File: src/rtl/euclid_distance_unit.sv
// Euclidean distance accelerator: floor(sqrt(sum_i (A[i]-B[i])^2)) over two
// host-loaded vector banks, using a difference/square/accumulate pipeline
// followed by a restoring bit-serial square root.
module euclid_distance_unit #(
    parameter int VARWIDTH = 32,
    parameter int VECWIDTH = 10,
    localparam int ADDW     = (VECWIDTH > 1) ? $clog2(VECWIDTH) : 1,
    localparam int ACCWIDTH = 2 * VARWIDTH + $clog2(VECWIDTH + 1),
    localparam int OUTWIDTH = (ACCWIDTH + 1) / 2
) (
    input  logic                clk,
    input  logic                RST,
    input  logic                STARTCALC,
    input  logic                WE,
    input  logic                WSEL,
    input  logic [ADDW-1:0]     WADDR,
    input  logic [VARWIDTH-1:0] WDATA,
    output logic                BUSY,
    output logic                RDY,
    output logic [OUTWIDTH-1:0] OUTVAL
);

    localparam int RADW    = 2 * OUTWIDTH;      // radicand padded to an even width
    localparam int REMW    = OUTWIDTH + 3;      // partial remainder plus two shifted-in bits
    localparam int CNT_MAX = (VECWIDTH > OUTWIDTH) ? ((VECWIDTH > 4) ? VECWIDTH : 4)
                                                   : ((OUTWIDTH > 4) ? OUTWIDTH : 4);
    localparam int CNTW    = $clog2(CNT_MAX + 1);
    localparam logic [ADDW:0] VEC_LIMIT = ADDW'(VECWIDTH - 1) + (ADDW + 1)'(1);

    typedef enum logic [1:0] {
        S_IDLE,
        S_STREAM,
        S_DRAIN,
        S_SQRT
    } state_t;

    state_t                state_q, state_d;
    logic [CNTW-1:0]       cnt_q, cnt_d;
    logic [ADDW-1:0]       addr_q, addr_d;
    logic [ACCWIDTH-1:0]   acc_q, acc_d;
    logic [RADW-1:0]       rad_q, rad_d;
    logic [REMW-1:0]       rem_q, rem_d;
    logic [OUTWIDTH-1:0]   root_q, root_d;
    logic                  rdy_q, rdy_d;
    logic [OUTWIDTH-1:0]   outval_q, outval_d;

    logic                  v1_q, v2_q, v3_q;
    logic [VARWIDTH-1:0]   diff_q;
    logic [2*VARWIDTH-1:0] sq_q;

    logic                  wr_ok;
    logic                  streaming;
    logic [REMW-1:0]       rem_shift;
    logic [REMW-1:0]       trial;
    logic [REMW-1:0]       rem_n;
    logic [OUTWIDTH-1:0]   root_n;

    assign streaming = (state_q == S_STREAM);

    // Host writes land only while idle, in range, and not under reset.
    assign wr_ok = WE && !RST && (state_q == S_IDLE) && ({1'b0, WADDR} < VEC_LIMIT);

    // Two vector banks (A = 0, B = 1), each with a registered read port.
    genvar gi;
    generate
        for (gi = 0; gi < 2; gi++) begin : g_bank
            logic [VARWIDTH-1:0] mem [VECWIDTH];
            logic [VARWIDTH-1:0] rd_q;

            // Synchronous write from the host, registered read while streaming.
            always_ff @(posedge clk) begin
                if (wr_ok && (WSEL == 1'(gi))) begin
                    mem[WADDR] <= WDATA;
                end
                if (streaming) begin
                    rd_q <= mem[addr_q];
                end
            end
        end
    endgenerate

    // Difference and square stages; valid bits track elements through the pipe.
    always_ff @(posedge clk) begin
        if (RST) begin
            v1_q <= 1'b0;
            v2_q <= 1'b0;
            v3_q <= 1'b0;
        end else begin
            v1_q <= streaming;
            v2_q <= v1_q;
            v3_q <= v2_q;
        end
        diff_q <= (g_bank[0].rd_q >= g_bank[1].rd_q) ? (g_bank[0].rd_q - g_bank[1].rd_q)
                                                     : (g_bank[1].rd_q - g_bank[0].rd_q);
        sq_q   <= (2*VARWIDTH)'(diff_q) * (2*VARWIDTH)'(diff_q);
    end

    // One restoring square-root step: bring down two radicand bits, try (4*root+1).
    always_comb begin
        rem_shift = {rem_q[REMW-3:0], rad_q[RADW-1 -: 2]};
        trial     = {1'b0, root_q, 2'b01};
        if (rem_shift >= trial) begin
            rem_n  = rem_shift - trial;
            root_n = {root_q[OUTWIDTH-2:0], 1'b1};
        end else begin
            rem_n  = rem_shift;
            root_n = {root_q[OUTWIDTH-2:0], 1'b0};
        end
    end

    // Controller next-state, accumulator and square-root sequencing.
    always_comb begin
        state_d  = state_q;
        cnt_d    = cnt_q;
        addr_d   = addr_q;
        acc_d    = acc_q;
        rad_d    = rad_q;
        rem_d    = rem_q;
        root_d   = root_q;
        rdy_d    = rdy_q;
        outval_d = outval_q;

        if (v3_q) begin
            acc_d = acc_q + ACCWIDTH'(sq_q);
        end

        case (state_q)
            S_IDLE: begin
                if (STARTCALC) begin
                    state_d = S_STREAM;
                    cnt_d   = '0;
                    addr_d  = '0;
                    acc_d   = '0;
                    rdy_d   = 1'b0;
                end
            end
            S_STREAM: begin
                addr_d = addr_q + ADDW'(1);
                cnt_d  = cnt_q + CNTW'(1);
                if (cnt_q == CNTW'(VECWIDTH - 1)) begin
                    state_d = S_DRAIN;
                    cnt_d   = '0;
                end
            end
            S_DRAIN: begin
                cnt_d = cnt_q + CNTW'(1);
                // Last element reaches the accumulator on the third drain edge.
                if (cnt_q == CNTW'(3)) begin
                    state_d = S_SQRT;
                    cnt_d   = '0;
                    rad_d   = RADW'(acc_q);
                    rem_d   = '0;
                    root_d  = '0;
                end
            end
            S_SQRT: begin
                rem_d  = rem_n;
                root_d = root_n;
                rad_d  = rad_q << 2;
                cnt_d  = cnt_q + CNTW'(1);
                if (cnt_q == CNTW'(OUTWIDTH - 1)) begin
                    state_d  = S_IDLE;
                    rdy_d    = 1'b1;
                    outval_d = root_n;
                end
            end
            default: begin
                state_d = S_IDLE;
            end
        endcase
    end

    // Control and datapath state registers with synchronous reset.
    always_ff @(posedge clk) begin
        if (RST) begin
            state_q  <= S_IDLE;
            cnt_q    <= '0;
            addr_q   <= '0;
            acc_q    <= '0;
            rad_q    <= '0;
            rem_q    <= '0;
            root_q   <= '0;
            rdy_q    <= 1'b0;
            outval_q <= '0;
        end else begin
            state_q  <= state_d;
            cnt_q    <= cnt_d;
            addr_q   <= addr_d;
            acc_q    <= acc_d;
            rad_q    <= rad_d;
            rem_q    <= rem_d;
            root_q   <= root_d;
            rdy_q    <= rdy_d;
            outval_q <= outval_d;
        end
    end

    assign BUSY   = (state_q != S_IDLE);
    assign RDY    = rdy_q;
    assign OUTVAL = outval_q;

endmodule

File: config.mk
export PLATFORM = sky130hd
export DESIGN_NAME = euclid_distance_unit
export DESIGN_NICKNAME = d
export VERILOG_FILES = /design/src/rtl/euclid_distance_unit.sv
export SDC_FILE = /design/constraint.sdc
export NUM_CORES = 2
export LEC_CHECK = 0
export CAP_MARGIN = 20
export CORE_MARGIN = 8
export CORE_UTILIZATION = 50
export CTS_CLUSTER_DIAMETER = 200
export DETAILED_ROUTE_END_ITERATION = 7
export HOLD_SLACK_MARGIN = 0.08
export MAX_ROUTING_LAYER = met4
export PLACE_DENSITY = 0.66
export RECOVER_POWER = 50
export SLEW_MARGIN = 0
export SYNTH_ARGS = -nofsm -noshare
export SYNTH_HDL_FRONTEND = slang
export SYNTH_SLANG_ARGS = --single-unit
export TNS_END_PERCENT = 1
File: constraint.sdc
create_clock -name clk -period 24.8 [get_ports clk]
set_input_delay 4.96 -clock clk [delete_from_list [all_inputs] [get_ports clk]]
set_output_delay 4.96 -clock clk [all_outputs]
set_load 0.01 [all_outputs]
== Word-level counts from Yosys, hierarchy flattened ==
Memories as Yosys holds them, arrays and structs flattened. A register that Yosys moved wholly into a read port is not among the register bits.
Cells that the tools add are included.
Word-level totals
  bits in registers: 351
  bits in writable memories: 640
  input bits: 41
  output and inout port bits: 36
  memories kept: 2
Operators by class
  $add $sub $neg: 6
  multipliers: 1
  order comparisons: 3
  equal/unequal tests: 10
  multiplexer cells: 30
  bitwise operators: 1
  reductions and logical operators: 16
Memories
  g_bank[0].mem: words 10, bits a word 32, read ports 1, clocked after memory_dff 1, wr ports 1, RTL line 67  | logic [VARWIDTH-1:0] mem [VECWIDTH];
  g_bank[1].mem: words 10, bits a word 32, read ports 1, clocked after memory_dff 1, wr ports 1, RTL line 67
Operators by type and width (count)
  $mux 68: 4
  $pmux 68 s2: 1
  $mux 35: 2
  $pmux 35 s2: 1
  $add 68x64->68: 1
  $pmux 34 s2: 1
  $mul 32x32->64: 1
  $sub 32x32->32: 2
  $ge 37x36->1: 1
  $sub 35x35->35: 1
  $mux 34: 1
  $ge 32x32->1: 1
  $mux 32: 1
  $pmux 6 s4: 1
  $mux 6: 3
  $mux 2: 4
  $pmux 2 s4: 1
  $pmux 4 s2: 1
  $reduce_bool 2->1: 4
  $mux 1: 7
  $add 6x1->6 const B: 1
  $eq 6x2->1 const B: 1
  $eq 6x4->1 const B: 1
  $eq 6x6->1 const B: 1
  other kinds (15): 24

== Logic depth before layout (Yosys ltp) ==
  word-level depth: 7
  mapped depth: 33
  gate-level depth less buffers: 30

== Worst setup path before layout ==
No wires, ideal clock.
  path kind: input-to-reg
  from: input port RST
  to: memory g_bank[0].mem[4][0] (enable)
  setup time: 461 ps
  arrival: 8074 ps
  data required time: 24339 ps
  path slack: 16265 ps
  stages on the path: 3
  path buffers: 0
  cells stage by stage: or3_1 or3b_2 nor3_1
On the way
  longest elaborated chain between the ends: 7
RTL lines
  from (decl): RTL line 12  | input logic RST,
  $logic_not 1->1: RTL line 61  | assign wr_ok = WE && !RST && (state_q == S_IDLE) && ({1'b0, WADDR} < VEC_LIMIT);
  $logic_and 1x1->1 (3 in series): RTL line 61
  $logic_and 1x1->1: RTL line 72  | if (wr_ok && (WSEL == 1'(gi))) begin
  $mux 1: RTL line 72
  $mux 1 (not written as such): RTL line 73  | mem[WADDR] <= WDATA;
  to (decl): RTL line 67
Every way passes these cells.

==> summary.md <==
| Metric | Value |
|---|---|
| Filler cells | 13.0k |
| Vias post-DR | 48.8k |
| Bufs and invs on worst path | 3 |
| Final setup fails | 0 |
| Status | finished with violations |
| CTS tree | built |
| Synthesized area per cell | 11.2 um^2 |
| Worst-path clk slew | 0.07 ns |
| Slew headroom | -4.37 |
| Worst Path Required | 25.22 ns |
| Worst hold slack | 0.440 ns |
| Post-Route WL | 183 mm |
| Startpoint Class | flip-flop |
| Die height | 405 um |
| Max-cap viol count | 8 |
| Sequential share of the synthesized area | 0.371 |
| CORE AREA | 151000 um^2 |
| Kind of end point of the critical path | flip-flop |
| Min-Delay Path Depth | 1 |
| Crit-path cells | clkbuf_1, clkbuf_1, clkbuf_1, mux4_2, nor2b_1, a211oi_1, a21oi_1 |
| Die width | 405 um |
| Setup repair bufs after CTS | 0 |
| Crit-path leading delay family | buffers and inverters |
| CTS root buf | clkbuf_16 |
| Worst reg2reg path startpoint | addr_q[0] |
| Arr. time, crit path | 13.98 ns |
| Syn nets | 8066 |
| WL/cell | 20.7 um |
| Hold Crit Class | reg2reg |
| Drt pass-1 iters | 5 |
| Routed vias/inst | 5.52 |
| Critical Path Max Stage Delay | 5.65 ns |
| Worst-margin pin slew | 8.05 ns |
| Netlist Area Pre-Place | 75800 um^2 |
| Die footprint | 164000 um^2 |
| Peak Freq | 73.8 MHz |
| Io pins | 77 |
| EDFF count, synth | 704 |
| Rows | 143 |
| Final core occ | 0.543 |
| Count of cell types in the netlist | 95 |
| R2R depth | 7 |
| Number of port buffers | 76 |
| WS Path Type | reg2reg |
| Multi-input logic area | 42400 um^2 |
| Final RePlAce weighted congestion | 0.907 |
| Initial DRC Count | 3279 |
| Layout Skew | 0.0613 ns |
| Clk_lat worst skew | 0.75 ns |
| HP Start | v2_q |
| Fin. max-slew vios | 410 |
| Total gr overflow | 0 |
| Initial antenna violation count | 7 |
| Commonest non-fill, non-tap cell in the layout | inv_1 |
| Post-Syn Instances | 6766 |
| Number of remaining DRC errors | 0 |
| Slowest stage cell, crit path | clkbuf_1 |
| Number of H-tree levels | 3 |
| Share of cells above drive strength 1 | 0.0637 |
| Largest net degree at the start of global routing | 98 |
| Worst r2r dst | g_bank[1].rd_q[8] |
| CTS resizes | 0 |
| DP Wirelength | 130 mm |
| Starting density of the core | 0.501 |
| Crit path max fanout | 97 |
| FF+latch area | 28200 um^2 |
| Remaining antenna violation count | 0 |
| Final Hold Fails | 0 |
| Synth Flop Type | edfxtp_1 |
| Endpoint, Worst Hold | v3_q |
| Synthesized flop and latch total | 1054 |
| Syn-to-layout area delta | 8.31% |
| Vias in the first global route | 51.4k |
| Async SR Flop Fraction | 0 |
| Total number of yosys warnings | 0 |
| Layout net count | 8019 |
| Minimum clock period | 13.55 ns |
| CP dominant cell by count | clkbuf_1 |
| Violated checks | capacitance limit, slew limit |
| CTS sink cnt | 1054 |
| Final setup TNS | 0 ns |
| Most frequent cells in the layout | inv_1, fa_1, edfxtp_1 |
| Period utilisation layout | 0.546 |
| Hold Buf Count CTS | 0 |
| First-pass GRT wire length | 290 mm |
| Longest Clk Path Bufs | 3 |
| CTS Buf Count | 109 |
| RSZ-0062 raised after global routing | false |
| GRT Total Usage | 0.230 |
| Flop-to-flop setup slack | 11.25 ns |
==> how the worst max path moves through the flow <==
stage | start | to | slack [ns] | depth (start not counted)
5_1_grt | addr_q[0] | g_bank[0].rd_q[8] | 9.34 | 7
3_5_place_dp | diff_q[14] | sq_q[57] | 16.28 | 30
3_3_place_gp | diff_q[14] | sq_q[57] | 16.29 | 30
4_1_cts | diff_q[14] | sq_q[57] | 16.24 | 30
2_1_floorplan | RST | g_bank[0].mem[4][0] | 16.26 | 3
6_report | addr_q[0] | g_bank[1].rd_q[8] | 11.25 | 7
==> sequential cells by signal, summed over array words and instances, names as in the netlist, 2 cells and up <==
signal	flops
OUTVAL	34
rad_q	68
diff_q	32
acc_q	68
g_bank.rd_q	64
state_q	2
rem_q	35
addr_q	4
g_bank.mem	640
root_q	34
cnt_q	6
sq_q	63
==> stage by stage <==
step	std cells	instance area (um^2)	setup slack [ns]
after floorplan	6766	75800	16.26
after global placement	8636	78600	16.29
after detailed placement	8636	78600	16.28
after CTS	8829	82100	16.24
after global routing	8836	82100	9.34
final	8836	82100	11.25
==> cell type report <==
class	count	area share
antenna	5	0.000152
clock buffer	144	0.0357
clock inverter	49	0.00633
inverter	1098	0.0502
multi-input combinational	4300	0.517
sequential	1054	0.343
tap	2030	0.0310
timing repair buffer	156	0.0166
==> cell families (layout without fill, tap and decap cells) <==
group,count (synthesis),after routing,share of synthesized area
other,0,5,0
adders and majority gates,1260,1260,0.287
DFF,1054,1054,0.371
xor gates and xnor gates,220,220,0.0254
AOI/OAI and AO/OA,1115,1115,0.0946
and+or+nand+nor,1379,1379,0.0862
buffers and inverters,1412,1447,0.0711
muxes,326,326,0.0643
==> cells in the mapped netlist (7+ instances only) <==
master,count,area (um^2)
and3_1,24,150
xnor2_1,124,1090
o21ai_1,9,45.0
clkbuf_1,265,995
nand4_1,39,244
a31o_2,16,140
a221oi_1,8,70.1
a21o_1,127,953
o31ai_1,13,97.6
o21a_1,24,180
nand3_1,49,245
nor2_1,325,1220
inv_1,1097,4120
buf_1,26,97.6
o2111ai_1,7,61.3
mux2i_1,194,1940
and2_1,241,1510
fa_1,795,15900
a22oi_1,47,353
xor2_1,96,841
o21bai_1,33,248
buf_2,13,65.1
or3_1,13,81.3
edfxtp_1,704,21100
a21boi_0,13,97.6
nand2b_1,27,169
or2_2,7,43.8
a2111oi_0,7,61.3
dfxtp_1,350,7010
a211oi_1,159,1190
o21ai_0,185,926
nand2_1,493,1850
a31oi_1,28,175
a21oi_1,352,1760
nor2b_1,100,626
mux4_2,128,2880
a41oi_1,12,105
ha_1,464,5810
nor3_1,33,165
==> worst register-to-register path, cell delays in order, from the launching register on <==
cell,delay [ns]
dfxtp_1,1.20
clkbuf_1,5.66
clkbuf_1,2.40
clkbuf_1,2.66
mux4_2,0.74
nor2b_1,0.16
a211oi_1,0.29
a21oi_1,0.14
==> routing by layer <==
layer,wire [um],part of all wire,global-route usage,vias to the layer above
met5,0,0,-,-
met4,6160,0.034,0.0724,0
met3,8690,0.047,0.0258,325
met2,90800,0.50,0.386,1241
met1,77300,0.42,0.296,24600
li1,-,-,-,22600
Power is left out: the tool's default activity adds up to more than one toggle a clock period on the data nets, which glitch-free logic cannot reach.
